===== src/rtl/mas_lane_scheduler.sv =====
// Beat scheduler for an array of 8-bit serializer lanes: latches one beat, pulses the enabled lanes,
// waits for their busy handshake and counts frames. Define MAS_SCHED_TIMEOUT_EN for the watchdog.
module mas_lane_scheduler #(
  parameter int unsigned NUM_LANES   = 5,
  parameter int unsigned TIMEOUT_CYC = 64
) (
  input  logic                   clk,
  input  logic                   reset,
  input  logic                   s_valid,
  output logic                   s_ready,
  input  logic [8*NUM_LANES-1:0] s_data,
  input  logic                   s_last,
  input  logic [NUM_LANES-1:0]   cfg_lane_en,
  input  logic [NUM_LANES-1:0]   lvds_busy,
  input  logic                   err_clr,
  output logic [8*NUM_LANES-1:0] data_o,
  output logic [NUM_LANES-1:0]   start_o,
  output logic [NUM_LANES-1:0]   st_flag_o,
  output logic                   end_flag_o,
  output logic [15:0]            frame_cnt_o,
  output logic                   err_o
);

  typedef enum logic [2:0] {
    StIdle, StStart, StWaitBusy, StWaitDone, StEnd, StErr
  } state_e;

  state_e               state_q;
  logic [NUM_LANES-1:0] mask_q;
  logic                 last_q;
  logic                 first_q;
  logic [15:0]          frame_cnt_q;
  logic                 all_busy;
  logic                 none_busy;
  logic                 accept;
  logic                 timeout;

  // Only the lanes latched at accept take part in the handshake.
  assign all_busy    = (lvds_busy & mask_q) == mask_q;
  assign none_busy   = (lvds_busy & mask_q) == '0;
  assign s_ready     = (state_q == StIdle) && ((lvds_busy & cfg_lane_en) == '0) &&
                       (cfg_lane_en != '0);
  assign accept      = s_valid && s_ready;
  assign frame_cnt_o = frame_cnt_q;

`ifdef MAS_SCHED_TIMEOUT_EN
  localparam int unsigned WdW = $clog2(TIMEOUT_CYC + 1);

  logic [WdW-1:0] wdog_q;
  logic           err_q;

  // Expires on the TIMEOUT_CYC-th cycle spent waiting without progress.
  assign timeout = (wdog_q == WdW'(TIMEOUT_CYC - 1)) &&
                   (((state_q == StWaitBusy) && !all_busy) ||
                    ((state_q == StWaitDone) && !none_busy));
  assign err_o   = err_q;

  always_ff @(posedge clk or posedge reset) begin
    if (reset) begin
      wdog_q <= '0;
    end else if ((state_q == StStart) || ((state_q == StWaitBusy) && all_busy)) begin
      wdog_q <= '0;
    end else if ((state_q == StWaitBusy) || (state_q == StWaitDone)) begin
      wdog_q <= wdog_q + 1'b1;
    end
  end

  always_ff @(posedge clk or posedge reset) begin
    if (reset) begin
      err_q <= 1'b0;
    end else if (timeout) begin
      err_q <= 1'b1;
    end else if ((state_q == StErr) && err_clr) begin
      err_q <= 1'b0;
    end
  end
`else
  localparam int unsigned unused_timeout_cyc = TIMEOUT_CYC;

  assign timeout = 1'b0;
  assign err_o   = 1'b0;
`endif

  always_ff @(posedge clk or posedge reset) begin
    if (reset) begin
      state_q     <= StIdle;
      data_o      <= '0;
      mask_q      <= '0;
      last_q      <= 1'b0;
      first_q     <= 1'b1;
      start_o     <= '0;
      st_flag_o   <= '0;
      end_flag_o  <= 1'b0;
      frame_cnt_q <= '0;
    end else begin
      start_o    <= '0;
      st_flag_o  <= '0;
      end_flag_o <= 1'b0;
      unique case (state_q)
        StIdle: begin
          if (accept) begin
            data_o    <= s_data;
            mask_q    <= cfg_lane_en;
            last_q    <= s_last;
            start_o   <= cfg_lane_en;
            st_flag_o <= first_q ? cfg_lane_en : '0;
            first_q   <= 1'b0;
            state_q   <= StStart;
          end
        end
        StStart: state_q <= StWaitBusy;
        StWaitBusy: begin
          if (all_busy) begin
            state_q <= StWaitDone;
          end else if (timeout) begin
            state_q <= StErr;
          end
        end
        StWaitDone: begin
          if (none_busy) begin
            if (last_q) begin
              state_q     <= StEnd;
              end_flag_o  <= 1'b1;
              frame_cnt_q <= frame_cnt_q + 16'd1;
              first_q     <= 1'b1;
            end else begin
              state_q <= StIdle;
            end
          end else if (timeout) begin
            state_q <= StErr;
          end
        end
        StEnd: state_q <= StIdle;
        StErr: begin
          if (err_clr) begin
            state_q <= StIdle;
            first_q <= 1'b1;
          end
        end
        default: state_q <= StIdle;
      endcase
    end
  end

endmodule


===== config.mk =====
export PLATFORM = sky130hd
export DESIGN_NAME = mas_lane_scheduler
export DESIGN_NICKNAME = d
export VERILOG_FILES = /design/src/rtl/mas_lane_scheduler.sv
export SDC_FILE = /design/constraint.sdc
export NUM_CORES = 1
export LEC_CHECK = 0
export BUFFER_PORTS_ARGS = -buffer_cell sky130_fd_sc_hd__buf_4
export CORE_UTILIZATION = 48
export DETAILED_ROUTE_END_ITERATION = 7
export MAX_ROUTING_LAYER = met4
export PLACE_DENSITY = 0.81
export SYNTH_ARGS = -nofsm -noshare
export SYNTH_HDL_FRONTEND = slang
export SYNTH_SLANG_ARGS = --single-unit

===== constraint.sdc =====
create_clock -name clk -period 3.2 [get_ports clk]
set_input_delay 0.8 -clock clk [delete_from_list [all_inputs] [get_ports clk]]
set_output_delay 0.8 -clock clk [all_outputs]
set_load 0.01 [all_outputs]

==> run_results.csv <==
group,metric,value,unit
grt,grt_max_degree,42,
floorplanning,chipWidth,83.3,um
sta,rsz0062_at_grt,"false",
outcome,status,"completed",
grt,grt_pass1_vias,2284,
route,wirelength,6.41,mm
sta,finalCritPeriodShare,84.6,%
yosys,ys_top_cells_by_count,"dfrtp_1, mux2_2, mux2_4, nand2_1, xor2_1",
worst_setup_path,end_kind,"output port",
cts,hold_buffers,0,
grt,use_met3,6.06,%
grt,grt_use_met1,25.0,%
finish,antenna_cells,0,
pwr,power_density,772,nW/um^2
finish,final_nets,411,
cts,post_cts_resized,0,
yosys,netlist_area,3170,um^2
cts,clk_latency,0.34,ns
grt,grt_pass1_wl,10.9,mm
sta,min_period,2.71,ns
placement,gp_congestion,0.865,
grt,gr-usage-met2,32.6,%
cts,cts_setup_buffers,0,
sta,hold_ws,0.484,ns
yosys,synth_nets,281,
yosys,synth-main-ff-cell,"dfrtp_1",
yosys,synthTopCellsByArea,"dfrtp_1, mux2_2, mux2_4",
route,wl_per_cell,14.7,um
floorplanning,fp.dieH,83.3,um
sta,fmax,370,MHz
floorplanning,ioPinCount,124,
yosys,synth_cell_types,35,
yosys,yosysMostFrequentCell,"dfrtp_1",
yosys,synth_edf_count,0,
route,drc,0,
placement,hpwl,4.75,mm
cts,ctsLongestPathBuffers,2,
floorplanning,coreArea,6350,um^2
cts,cts.sinks,77,
yosys,synth-seq-area-share,60.8,%
sta,max_slew_margin,53.4,%
finish,syn_to_final_growth,37.3,%
sta,hold_viol_final,0,
yosys,synth_seq_cells,77,
yosys,postSynthAreaPerCell,14.1,um^2
worst_setup_path,required,2.40,ns
grt,busiest_layer,"met2",
worst_setup_path,crit_path_start_kind,"input port",
sta,worst_pin_slew,0.694,ns
sta,setup_slack,0.494,ns
placement,portBuffers,122,
grt,antenna_found_initial,0,
yosys,ys_async_sr_fraction,100,%
route,antenna_left,0,
sta,maxSlewViolCount,0,
sta,setup_viol_count_final,0,
route,num_vias,2232,
placement,pre_cts_slack,0.490,ns
yosys,synthCells,225,
route,firstDrtPassIters,4,
pwr,ir_drop,0.495,mV
floorplanning,rows,29,
cts,cts_made_buffers,9,
yosys,netlist.area_leader.share,60.0,%
cts,clk_pin_slew_worst_paths,0.08,ns
route,drt_first_iter_violations,57,
worst_setup_path,crit_arrival,1.91,ns
grt,grt_usage,20.5,%
finish,drive_above_1_share,53.2,%
job,cap_violations,0,
cts,cts_tree,"yes",
pwr,p_leak,0.00219,uW
worst_setup_path,critPathMaxFanout,5,
pwr,finalPower,3360,uW
floorplanning,initial_core_util,49.9,%
route,viasPerCell,5.12,
sta,fin_skew,0.0104,ns
yosys,synth_largest_area_cell,"dfrtp_1",
worst_hold_path,hold_class,"flip-flop to flip-flop",
floorplanning,die_area,6930,um^2
grt,overflow,0,
cts,cts_max_level,3,
yosys,ys_warn_count,0,
worst_setup_path,crit_type,"input port to output port",
cts,root_buffer,"clkbuf_8",
sta,setup_tns,0,ns
## through the flow
step / util (%) / instance area [um^2] / std cells
after floorplan: - / 3170 / 225
after global placement: 65.7 / 4170 / 421
after detailed placement: 65.7 / 4170 / 421
after CTS: 68.6 / 4350 / 436
after global routing: 68.6 / 4350 / 436
final: 68.6 / 4350 / 436
## logic make-up (layout without fill, tap and decap cells)
| logic type | Yosys count | after routing | share of synthesized area, % |
|---|---|---|---|
| DFF | 77 | 77 | 60.8 |
| and+or+nand+nor | 60 | 60 | 10.6 |
| xor gates and xnor gates | 15 | 15 | 4.14 |
| adders and majority gates | 1 | 1 | 0.395 |
| buffers and inverters | 13 | 147 | 2.45 |
| other | 1 | 1 | 0.118 |
| muxes | 47 | 47 | 18.8 |
| AOI/OAI and AO/OA | 11 | 11 | 2.68 |
## sequential cells by signal, indices dropped and copies added, names as in the netlist
name	cells
frame_cnt_o	16
end_flag_o	1
start_o	5
mask_q	5
st_flag_o	5
data_o	40
state_q	3
last_q	1
first_q	1
## metal layers
metal	wire [um]	up-vias
li1	-	1057
met1	2650	1072
met2	3220	89
met3	424	14
met4	112	0
met5	0	-
## final timing paths
path	startpoint	endpoint	slack (ns)	cells past startpoint
max	cfg_lane_en[1]	s_ready	0.49	5
min	frame_cnt_o[15]	frame_cnt_o[15]	0.48	1
max reg2reg	mask_q[0]	frame_cnt_o[1]	1.32	5
min reg2reg	frame_cnt_o[15]	frame_cnt_o[15]	0.48	1
max in group asynchronous	reset	first_q	2.01	3
min in group asynchronous	reset	data_o[13]	0.51	2
## worst max-delay path: stages
cell and delay (ns):
buf_4 0.13, or4_1 0.53, o21ai_2 0.22, nor2_1 0.08
buf_4 0.15
## cell type report
type	instances	area, um^2
fill	472	2000
sequential	77	1930
multi-input combinational	135	1170
timing repair buffer	125	951
clock buffer	10	128
tap	77	96.3
clock inverter	5	52.6
inverter	7	27.5
## cells in the final DEF, fill, tap and decap left out, types with 7 or more instances in the layout
master / netlist / layout
and2_1: 8 / 8
mux2_4: 18 / 18
mux2_2: 29 / 29
nand2_1: 12 / 12
clkbuf_8: 0 / 9
and3_1: 7 / 7
xor2_1: 9 / 9
buf_4: 1 / 124
dfrtp_1: 76 / 76
## where the power goes
part	switching, uW	internal [uW]
Clock	328	352
Combinational	457	719
Sequential	207	1300
No activity file was read; power rests on OpenSTA's default activity.
